<file path="src/rtl/rf16x81_queue_ctl_pkg.sv">
// Shared constants and types for the rf16x81 queue controller.
// The queue sits on a 16x81 register-file macro and uses a 3-entry output buffer.
package rf16x81_queue_ctl_pkg;

    localparam int DEPTH      = 16;
    localparam int WIDTH      = 81;
    localparam int OBUF_DEPTH = 3;
    localparam int PTR_W      = 4;
    localparam int CNT_W      = 5;
    localparam int OB_CNT_W   = 2;

    localparam logic [4:0] MARGIN_DFLT = 5'b10101;

    typedef logic [WIDTH-1:0] data_t;
    typedef logic [PTR_W-1:0] ptr_t;
    typedef logic [CNT_W-1:0] cnt_t;

endpackage

</file>
<file path="src/rtl/rf16x81_obuf.sv">
// 3-entry, 81-bit FIFO for the array's read returns.
// It is a shift register, so the head (data) is always entry 0, straight from a flop.
// Ports:
//   clk, reset : clock and synchronous active-high reset
//   capture    : write cap_data at the tail this cycle
//   cap_data   : data to capture
//   pop        : drop the head this cycle (only asserted while vld)
//   vld        : registered, buffer not empty
//   data       : head entry
//   cnt        : number of entries held (0..3)
module rf16x81_obuf
    import rf16x81_queue_ctl_pkg::*;
(
    input  logic                clk,
    input  logic                reset,
    input  logic                capture,
    input  data_t               cap_data,
    input  logic                pop,
    output logic                vld,
    output data_t               data,
    output logic [OB_CNT_W-1:0] cnt
);

    data_t               mem_q [OBUF_DEPTH];
    data_t               mem_d [OBUF_DEPTH];
    logic [OB_CNT_W-1:0] cnt_q;
    logic [OB_CNT_W-1:0] cnt_d;
    logic [OB_CNT_W-1:0] fill_idx;
    logic                vld_q;
    logic                vld_d;

    always_comb begin
        mem_d    = mem_q;
        fill_idx = cnt_q - OB_CNT_W'(pop);
        if (pop) begin
            for (int i = 0; i < OBUF_DEPTH - 1; i++) begin
                mem_d[i] = mem_q[i+1];
            end
        end
        // Capture lands after the shift, so a simultaneous pop and capture
        // put the new word in the slot the pop just freed.
        if (capture) begin
            for (int i = 0; i < OBUF_DEPTH; i++) begin
                if (OB_CNT_W'(i) == fill_idx) begin
                    mem_d[i] = cap_data;
                end
            end
        end
        cnt_d = fill_idx + OB_CNT_W'(capture);
        vld_d = (cnt_d != '0);
    end

    always_ff @(posedge clk) begin
        if (reset) begin
            cnt_q <= '0;
            vld_q <= 1'b0;
        end else begin
            cnt_q <= cnt_d;
            vld_q <= vld_d;
        end
    end

    always_ff @(posedge clk) begin
        mem_q <= mem_d;
    end

    assign vld  = vld_q;
    assign data = mem_q[0];
    assign cnt  = cnt_q;

endmodule

</file>
<file path="src/rtl/rf16x81_queue_ctl.sv">
// 16-deep, 81-bit queue controller driving both ports of an external 16x81
// register-file macro. Writes go straight to the array; reads are issued as soon
// as an entry is readable and the output buffer has room, and the one-cycle read
// latency is absorbed by a 3-entry output buffer feeding the pop interface.
// Ports:
//   rclk, reset              : clock, synchronous active-high reset
//   push_vld/push_data/push_rdy : producer interface (push_rdy registered)
//   pop_vld/pop_data/pop_rdy    : consumer interface (pop_vld/pop_data registered)
//   count                    : entries held in array + in flight + output buffer
//   rf_csn_wr/rf_wr_a/rf_di  : array write port (active-low select)
//   rf_csn_rd/rf_rd_a/rf_do  : array read port, rf_do valid one cycle after issue
//   rf_hold/rf_testmux_sel/rf_margin : array static controls
module rf16x81_queue_ctl
    import rf16x81_queue_ctl_pkg::*;
(
    input  logic       rclk,
    input  logic       reset,
    input  logic       push_vld,
    input  data_t      push_data,
    output logic       push_rdy,
    output logic       pop_vld,
    output data_t      pop_data,
    input  logic       pop_rdy,
    output cnt_t       count,
    output logic       rf_csn_wr,
    output ptr_t       rf_wr_a,
    output data_t      rf_di,
    output logic       rf_csn_rd,
    output ptr_t       rf_rd_a,
    input  data_t      rf_do,
    output logic       rf_hold,
    output logic       rf_testmux_sel,
    output logic [4:0] rf_margin
);

    ptr_t                wr_ptr_q, wr_ptr_d;
    ptr_t                rd_ptr_q, rd_ptr_d;
    cnt_t                arr_cnt_q, arr_cnt_d;
    cnt_t                count_q, count_d;
    logic                inflight_q, inflight_d;
    logic                push_rdy_q, push_rdy_d;
    logic                push_acc;
    logic                issue;
    logic                pop;
    logic [OB_CNT_W-1:0] ob_cnt;

    // arr_cnt_q only reflects pushes from earlier cycles, so it is also the
    // readable-entry count: a push in this cycle can never be read on the same
    // edge it is written.
    always_comb begin
        push_acc   = push_vld & push_rdy_q;
        pop        = pop_vld & pop_rdy;
        issue      = (arr_cnt_q != '0) &&
                     ((3'(ob_cnt) + 3'(inflight_q)) < 3'(OBUF_DEPTH));

        wr_ptr_d   = wr_ptr_q + PTR_W'(push_acc);
        rd_ptr_d   = rd_ptr_q + PTR_W'(issue);
        arr_cnt_d  = arr_cnt_q + CNT_W'(push_acc) - CNT_W'(issue);
        count_d    = count_q + CNT_W'(push_acc) - CNT_W'(pop);
        inflight_d = issue;
        push_rdy_d = (arr_cnt_d < CNT_W'(DEPTH));
    end

    always_ff @(posedge rclk) begin
        if (reset) begin
            wr_ptr_q   <= '0;
            rd_ptr_q   <= '0;
            arr_cnt_q  <= '0;
            count_q    <= '0;
            inflight_q <= 1'b0;
            push_rdy_q <= 1'b0;
        end else begin
            wr_ptr_q   <= wr_ptr_d;
            rd_ptr_q   <= rd_ptr_d;
            arr_cnt_q  <= arr_cnt_d;
            count_q    <= count_d;
            inflight_q <= inflight_d;
            push_rdy_q <= push_rdy_d;
        end
    end

    // inflight_q is cleared by reset, so a read return arriving the cycle
    // after reset is never captured.
    rf16x81_obuf u_obuf (
        .clk      (rclk),
        .reset    (reset),
        .capture  (inflight_q),
        .cap_data (rf_do),
        .pop      (pop),
        .vld      (pop_vld),
        .data     (pop_data),
        .cnt      (ob_cnt)
    );

    assign push_rdy       = push_rdy_q;
    assign count          = count_q;
    assign rf_csn_wr      = ~push_acc;
    assign rf_wr_a        = wr_ptr_q;
    assign rf_di          = push_data;
    assign rf_csn_rd      = ~issue;
    assign rf_rd_a        = rd_ptr_q;
    assign rf_hold        = 1'b0;
    assign rf_testmux_sel = 1'b0;
    assign rf_margin      = MARGIN_DFLT;

endmodule

</file>
<file path="config.mk">
export PLATFORM = sky130hd
export DESIGN_NAME = rf16x81_queue_ctl
export DESIGN_NICKNAME = d
export VERILOG_FILES = /design/src/rtl/rf16x81_queue_ctl_pkg.sv /design/src/rtl/rf16x81_obuf.sv /design/src/rtl/rf16x81_queue_ctl.sv
export SDC_FILE = /design/constraint.sdc
export NUM_CORES = 1
export LEC_CHECK = 0
export CELL_PAD_IN_SITES_DETAIL_PLACEMENT = 1
export CELL_PAD_IN_SITES_GLOBAL_PLACEMENT = 1
export CORE_UTILIZATION = 41
export CTS_CLUSTER_DIAMETER = 50
export CTS_CLUSTER_SIZE = 10
export DETAILED_ROUTE_END_ITERATION = 16
export PLACE_DENSITY_LB_ADDON = 0.05
export SLEW_MARGIN = 20
export SYNTH_ARGS = -nofsm -noshare
export SYNTH_HDL_FRONTEND = slang
export SYNTH_HIERARCHICAL = 1
export SYNTH_SLANG_ARGS = --single-unit
</file>
<file path="constraint.sdc">
create_clock -name rclk -period 10.45 [get_ports rclk]
set_input_delay 2.09 -clock rclk [delete_from_list [all_inputs] [get_ports rclk]]
set_output_delay 2.09 -clock rclk [all_outputs]
set_load 0.005 [all_outputs]
</file>
==> results of run 1 <==
==> state kept, by name, summed over array words and instances (netlist names) <==
register and count:
u_obuf/mem_q 162, u_obuf/data 81, arr_cnt_q 5, count 5, rf_rd_a 4, rf_wr_a 4, u_obuf/cnt 2, inflight_q 1
push_rdy 1, u_obuf/vld 1
==> power breakdown <==
| group | total (uW) | internal (uW) | switching [uW] | leakage, uW |
|---|---|---|---|---|
| Combinational | 2020 | 1300 | 713 | 0.00274 |
| Sequential | 1740 | 1530 | 210 | 0.00229 |
| Clock | 1160 | 733 | 422 | 0.000555 |
| Total | 4910 | 3570 | 1340 | 0.00558 |
==> worst max path at each step <==
| stage | startpoint | slack (ns) | cells past startpoint | end |
|---|---|---|---|---|
| finish | push_vld | 5.02 | 4 | rf_csn_wr |
| global route | pop_rdy | 4.99 | 7 | u_obuf/mem_q[113] |
| CTS | push_vld | 5.01 | 4 | rf_csn_wr |
| detailed placement | pop_rdy | 4.64 | 7 | u_obuf/mem_q[119] |
| global placement | pop_rdy | 4.62 | 7 | u_obuf/data[46] |
| floorplan | pop_rdy | 3.64 | 4 | u_obuf/mem_q[0] |
==> area by class of cell <==
cell class / instances / area (um^2)
fillers: 2898 / 14800
flip-flops and latches: 266 / 6140
multi-input cells: 413 / 4630
repair buffers: 188 / 1890
clock buffers: 55 / 1040
well taps: 384 / 480
clock inverters: 7 / 88.8
inverters: 16 / 60.1
diodes: 3 / 7.51
==> cells by family after synthesis <==
kind of cell	Yosys count	synth area share (%)
flip-flops	266	50.0
AO/OA/AOI/OAI	14	0.887
XOR/XNOR	9	0.642
other	2	0.0612
AND/OR/NAND/NOR	37	1.66
multiplexers	326	32.0
adder cells (fa/ha/maj)	20	2.16
buffers and inverters	222	12.7
==> worst max-delay path, stage by stage <==
cell and delay, ns:
clkdlybuf4s50_1 0.39, and2_1 0.18, inv_1 0.14, clkdlybuf4s50_1 0.54
==> metal layers <==
metal	vias up	GRT usage, %	routed length (um)
met4	2	5.51	659
met3	66	4.40	1460
li1	3031	-	-
met1	3160	18.2	10000
met2	196	28.6	12500
met5	-	0	11
==> Yosys cell counts, types with 7 or more instances <==
| master | count | share of area [%] |
|---|---|---|
| a21oi_1 | 7 | 0.29 |
| buf_2 | 21 | 0.86 |
| buf_4 | 169 | 10 |
| buf_6 | 8 | 0.73 |
| dfxtp_1 | 185 | 30 |
| edfxtp_1 | 81 | 20 |
| ha_1 | 18 | 1.8 |
| inv_1 | 16 | 0.49 |
| mux2_2 | 256 | 23 |
| mux2_4 | 68 | 8.3 |
| nor2_1 | 10 | 0.31 |
| nor2b_1 | 9 | 0.46 |
==> per-stage QoR <==
step	std cells	total power (uW)	util (%)	hold WS, ns	area (um^2)
6_report	1332	4910	49.3	0.514	14300
5_1_grt	1330	5220	49.3	0.557	14300
4_1_cts	1329	5010	49.2	0.526	14300
3_5_place_dp	1267	3810	45.4	0.511	13200
3_3_place_gp	1266	3670	45.3	0.493	13200
2_1_floorplan	901	3320	-	0.502	12300
==> impl_metrics.ini, run 1 <==
[outcome]
status = finished, final reports clean

[sta]
fin_skew_ns = 0.00889
hold_violations = 0
grt_setup_unrepaired = no
finalCritPeriodShare_pct = 52.0
final_max_slew_viol_count = 0
setup_tns_ns = 0
worstMarginPinSlew_ns = 1.04
setup_slack_ns = 5.02
fmax_mhz = 184
relSlewSlack_pct = 30.7
finalCriticalPeriod_ns = 5.43
finalSetupViolCount = 0

[synth]
synth_cells = 896
syn_area_um2 = 12300
synth_cell_types = 36
synth_ff_type = dfxtp_1
syn_area_per_cell_um2 = 13.7
synth-warning-count = 6
ys_seq_area_share_pct = 50.0
ys_ff_latch = 266
synth_edf_count = 81
async_flop_share_pct = 0

[clocking]
cts.reportedPaths.clkPinSlew_ns = 0.05
cts_buffer_depth = 3
htreeDepth = 2
cts_sinks = 266
cts_tree = built
worstSkewPairLatency_ns = 0.50
root_buffer = clkbuf_16
postCtsSetupBuffers = 0
cts-resized-gates = 0
holdBufCountCts = 0
numCtsBuffers = 36

[global_route]
grt_overflow_total = 0
grt_use_total_pct = 16.0
antenna_found_initial = 4
grt_max_degree = 67
grt_pass1_wl_um = 38800
grt_pass1_vias = 7307

[power_and_ir_drop]
p_per_area_nw_per_um2 = 343
power_leakage_uw = 0.00558
peakVddDrop_mv = 0.163

[detailed_routing]
drc = 0
via_count = 6455
ant_nets = 0
wl_um = 24600
vias_per_cell = 4.85
first_pass_iters = 4
wire_per_inst_um = 18.5
drt_iter0_drc = 169

[worst_setup_path]
r2r-start = u_obuf/vld
worstSetupPathType = primary input to output port
crit_fanout = 3
crit_required_ns = 8.36
start_kind = primary input
r2r-end = u_obuf/mem_q[119]
r2r_cells = 6
regToRegSetupSlack_ns = 6.87
crit_path_end_kind = output port
arrival_ns = 3.34

[placed_design]
gp_routability_congestion = 0.675
numPortBuffers = 182
hpwl_um = 16100
place_ws_ns = 4.64

[die]
die_h_um = 175
coreArea_um2 = 29100
dieWidth_um = 175
initial_core_util_pct = 42.2
ios = 352
dieArea_um2 = 30600
row_count = 62

[finish]
drive_gt1_share_pct = 41.0
layout_commonest_cell = mux2_2
area_growth_pct = 16.7
final_cell_mix = 256 x mux2_2, 185 x dfxtp_1, 182 x clkdlybuf4s50_1
finalNetCount = 1107

[hold_path]
holdPathStages = 2
min_path_type = register to register
min_to = rf_wr_a[3]
hp-start = rf_wr_a[3]

[run]
drv_cap = 0
Note: power is estimated with default switching activity, not from simulation.
==> run 2, diff against run 1 <==
CORE_UTILIZATION = 38   (was 41)
clock period = 5.7 ns   (was 10.45 ns; I/O delays follow)
==> run 2 against run 1 <==
Effect of this change: wire length rose by 2.2%; worst setup slack lost 2.8 ns; clock skew is 0.016 ns higher; critical path depth stayed put; power grew 83%; via count rose by 0.99%; critical path type unchanged; largest cell class unchanged; largest power group unchanged.
==> impl_metrics.ini, run 2 (synthesis results as in run 1) <==
[finish]
regMostFlops = u_obuf/mem_q
final_cell_mix = 256 x mux2_2, 185 x dfxtp_1, 182 x clkdlybuf4s50_1
drive_gt1_share_pct = 41.1
largest_reg_flops = 162
area_growth_pct = 17.2
finalNetCount = 1109
layout_commonest_cell = mux2_2
fill_cells = 3143
stdcell_count = 1355

[worst_setup_path]
worstSetupPathType = primary input to output port
arrival_ns = 2.35
crit_required_ns = 4.56
crit_path_end_kind = output port
start_kind = primary input
crit_fanout = 3

[die]
dieWidth_um = 182
dieArea_um2 = 33000
initial_core_util_pct = 38.8
ios = 352
row_count = 65
die_h_um = 182
coreArea_um2 = 31600

[global_route]
grt_max_degree = 85
grt_overflow_total = 0
grt_use_total_pct = 15.2
grt_pass1_vias = 7336
grt_pass1_wl_um = 39800
antenna_found_initial = 2

[detailed_routing]
ant_nets = 0
via_count = 6519
wire_per_inst_um = 18.5
drc = 0
wl_um = 25100
vias_per_cell = 4.81
drt_iter0_drc = 206
first_pass_iters = 4

[clocking]
cts.reportedPaths.clkPinSlew_ns = 0.05
cts_sinks = 266
postCtsSetupBuffers = 0
htreeDepth = 2
root_buffer = clkbuf_16
numCtsBuffers = 37
cts-resized-gates = 0
worstSkewPairLatency_ns = 0.51
cts_buffer_depth = 3
holdBufCountCts = 0
cts_tree = built

[sta]
finalCritPeriodShare_pct = 61.3
finalSetupViolCount = 0
setup_tns_ns = 0
hold_violations = 0
worstMarginPinSlew_ns = 1.06
final_max_slew_viol_count = 0
fmax_mhz = 286
fin_skew_ns = 0.0254
finalCriticalPeriod_ns = 3.49
grt_setup_unrepaired = no
relSlewSlack_pct = 29.6
setup_slack_ns = 2.21

[hold_path]
min_path_type = register to register

[placed_design]
hpwl_um = 16600
gp_routability_congestion = 0.708
dpl.cell_count = 1286
numPortBuffers = 182
place_ws_ns = 1.68

[power_and_ir_drop]
power_uw = 8990
peakVddDrop_mv = 0.295
p_per_area_nw_per_um2 = 625
power_leakage_uw = 0.00560

[run]
drv_cap = 0

[outcome]
status = finished, final reports clean
-- run 2: final cells by class --
cell class	instances	area, um^2	share of cell area (%)
multi-input cells	413	4630	32.2
flip-flops and latches	266	6140	42.7
repair buffers	189	1900	13.2
inverters	16	60.1	0.417
diodes	2	5.00	0.0348
clock buffers	57	1080	7.53
well taps	402	503	3.50
clock inverters	10	66.3	0.461
-- run 2: where the power goes --
group	switching [uW]	internal, uW
registers	374	2800
logic	1290	2380
clock network	823	1310
-- run 2: worst paths after layout --
kind	from	end	slack, ns	cells past startpoint
worst max register to register	u_obuf/vld	u_obuf/mem_q[153]	2.99	6
worst min-delay path	rf_wr_a[3]	rf_wr_a[3]	0.52	2
worst max-delay path	push_vld	rf_csn_wr	2.21	4
worst min register to register	rf_wr_a[3]	rf_wr_a[3]	0.52	2
-- run 2: per-stage QoR --
step	area [um^2]	utilization, %	hold WS [ns]
floorplan	12300	-	0.502
global placement	13200	41.8	0.495
detailed placement	13200	41.8	0.521
CTS	14400	45.4	0.535
global route	14400	45.5	0.550
finish	14400	45.5	0.522
-- run 2: worst max-delay path: stages --
cell             delay (ns)
clkdlybuf4s50_1        0.40
and2_1                 0.18
inv_1                  0.11
clkdlybuf4s50_1        0.53
-- run 2: layer usage --
metal	global-route usage (%)	vias up	routed length [um]
li1	-	3047	-
met5	0	-	0
met3	5.05	83	1760
met2	26.1	207	12500
met4	5.69	0	786
met1	17.4	3182	10100
==> run 3, diff against run 2 <==
clock period = 3.5 ns   (was 5.7 ns; I/O delays follow)
==> run 3 against run 2 <==
Effect of this change: cell area increased by 0.78%; critical path depth increased by 1; clock power increased by 67%; non-clock buffer count increased by 2; register-to-register slack got worse by 2.2 ns; sequential share of layout area decreased by 0.33 points; largest power group unchanged.
==> impl_metrics.ini, run 3 (synthesis results as in run 1) <==
[power_and_ir_drop]
peakVddDrop_mv = 0.460
power_leakage_uw = 0.00562
intPower_uw = 10800
p_switching_uw = 4070
clockPowerShare_pct = 24.1
power_frac_seq_pct = 34.9
p_per_area_nw_per_um2 = 1020
pwr-share-comb_pct = 41.0
swShare_pct = 27.5

[finish]
regMostFlops = u_obuf/mem_q
final_cell_mix = 256 x mux2_2, 185 x dfxtp_1, 182 x clkdlybuf4s50_1
layout_commonest_cell = mux2_2
area_growth_pct = 18.1
largest_reg_flops = 162
drive_gt1_share_pct = 41.3
finalNetCount = 1111

[outcome]
status = finished, final reports clean

[worst_setup_path]
r2r-start = inflight_q
arrival_ns = 2.11
critPathMostFrequentCell = ha_1
crit_path_cell_trace = ha_1 -> ha_1 -> a21oi_1 -> o41ai_2 -> clkdlybuf4s50_1
cpPeakStageDelay_ns = 0.46
crit_path_start = inflight_q
cp_slowest_cell = clkdlybuf4s50_1
crit_fanout = 4
crit_required_ns = 2.80
crit_path_end_kind = output port
start_kind = register
worstSetupPathType = register to output port

[sta]
fin_skew_ns = 0.0158
finalSetupViolCount = 0
finalCriticalPeriod_ns = 2.81
grt_setup_unrepaired = no
setup_slack_ns = 0.685
whs_ns = 0.521
relSlewSlack_pct = 31.7
hold_violations = 0
finalCritPeriodShare_pct = 80.4
setup_tns_ns = 0
final_max_slew_viol_count = 0
worstMarginPinSlew_ns = 1.02
fmax_mhz = 355

[die]
ios = 352
dieWidth_um = 182
coreArea_um2 = 31600
die_h_um = 182
dieArea_um2 = 33000
row_count = 65
initial_core_util_pct = 38.8

[detailed_routing]
vias_per_cell = 4.79
first_pass_iters = 4
wl_um = 25000
ant_nets = 0
via_count = 6494
drc = 0
drt_iter0_drc = 214
wire_per_inst_um = 18.4

[run]
drv_cap = 0

[clocking]
cts-resized-gates = 0
htreeDepth = 2
postCtsSetupBuffers = 0
cts_sinks = 266
root_buffer = clkbuf_16
cts.reportedPaths.clkPinSlew_ns = 0.05
holdBufCountCts = 0
worstSkewPairLatency_ns = 0.51
cts_buffer_depth = 3
numCtsBuffers = 37
cts_tree = built

[placed_design]
place_ws_ns = 0.473
hpwl_um = 16300
gp_routability_congestion = 0.714
numPortBuffers = 182

[hold_path]
hp-start = rf_rd_a[3]
min_path_type = register to register

[global_route]
grt_overflow_total = 0
grt_pass1_vias = 7340
antenna_found_initial = 3
grt_use_total_pct = 15.2
grt_max_degree = 163
grt_pass1_wl_um = 39800
-- run 3: power groups by stage --
stage / sequential, uW / clock [uW] / combinational [uW]
final: 5170 / 3570 / 6090
after global routing: 5360 / 3840 / 6570
after CTS: 5200 / 3690 / 6200
after detailed placement: 5260 / 0 / 6170
after global placement: 5150 / 0 / 5950
after floorplan: 5010 / 0 / 4890
-- run 3: cell type report --
cell class,instances,area [um^2]
Inverter,16,60.1
Fill cell,3157,17100
Tap cell,402,503
Antenna cell,2,5.00
Clock inverter,12,128
Clock buffer,53,1050
Timing Repair Buffer,191,1990
Sequential cell,266,6140
Multi-Input combinational cell,413,4630
-- run 3: metrics by stage --
step	instances	cell area [um^2]	util, %	power [uW]
6_report	1355	14500	45.8	14800
5_1_grt	1354	14500	45.8	15800
4_1_cts	1353	14500	45.8	15100
3_5_place_dp	1288	13300	42.1	11400
3_3_place_gp	1288	13300	42.1	11100
2_1_floorplan	901	12300	-	9900
-- run 3: final timing paths --
check | end | cells after the start | slack [ns]
setup / recovery | rf_csn_rd | 5 | 0.69
hold reg to reg | rf_rd_a[3] | 2 | 0.52
setup reg to reg | arr_cnt_q[4] | 13 | 0.78
hold / removal | rf_rd_a[3] | 2 | 0.52
-- run 3: worst max-delay path, delay by kind of cell, from the launching register on --
kind | cells | cell delay [ns]
AO/OA/AOI/OAI | 2 | 0.32
adder cells (fa/ha/maj) | 2 | 0.49
buffers and inverters | 1 | 0.46
flip-flops | 1 | 0.34
-- run 3: routing by layer --
layer	routed length, um	track usage, %	up-vias
met1	10500	17.6	3186
met4	560	5.42	0
met5	0	0	-
met2	12000	25.8	213
li1	-	-	3040
met3	1860	5.50	55
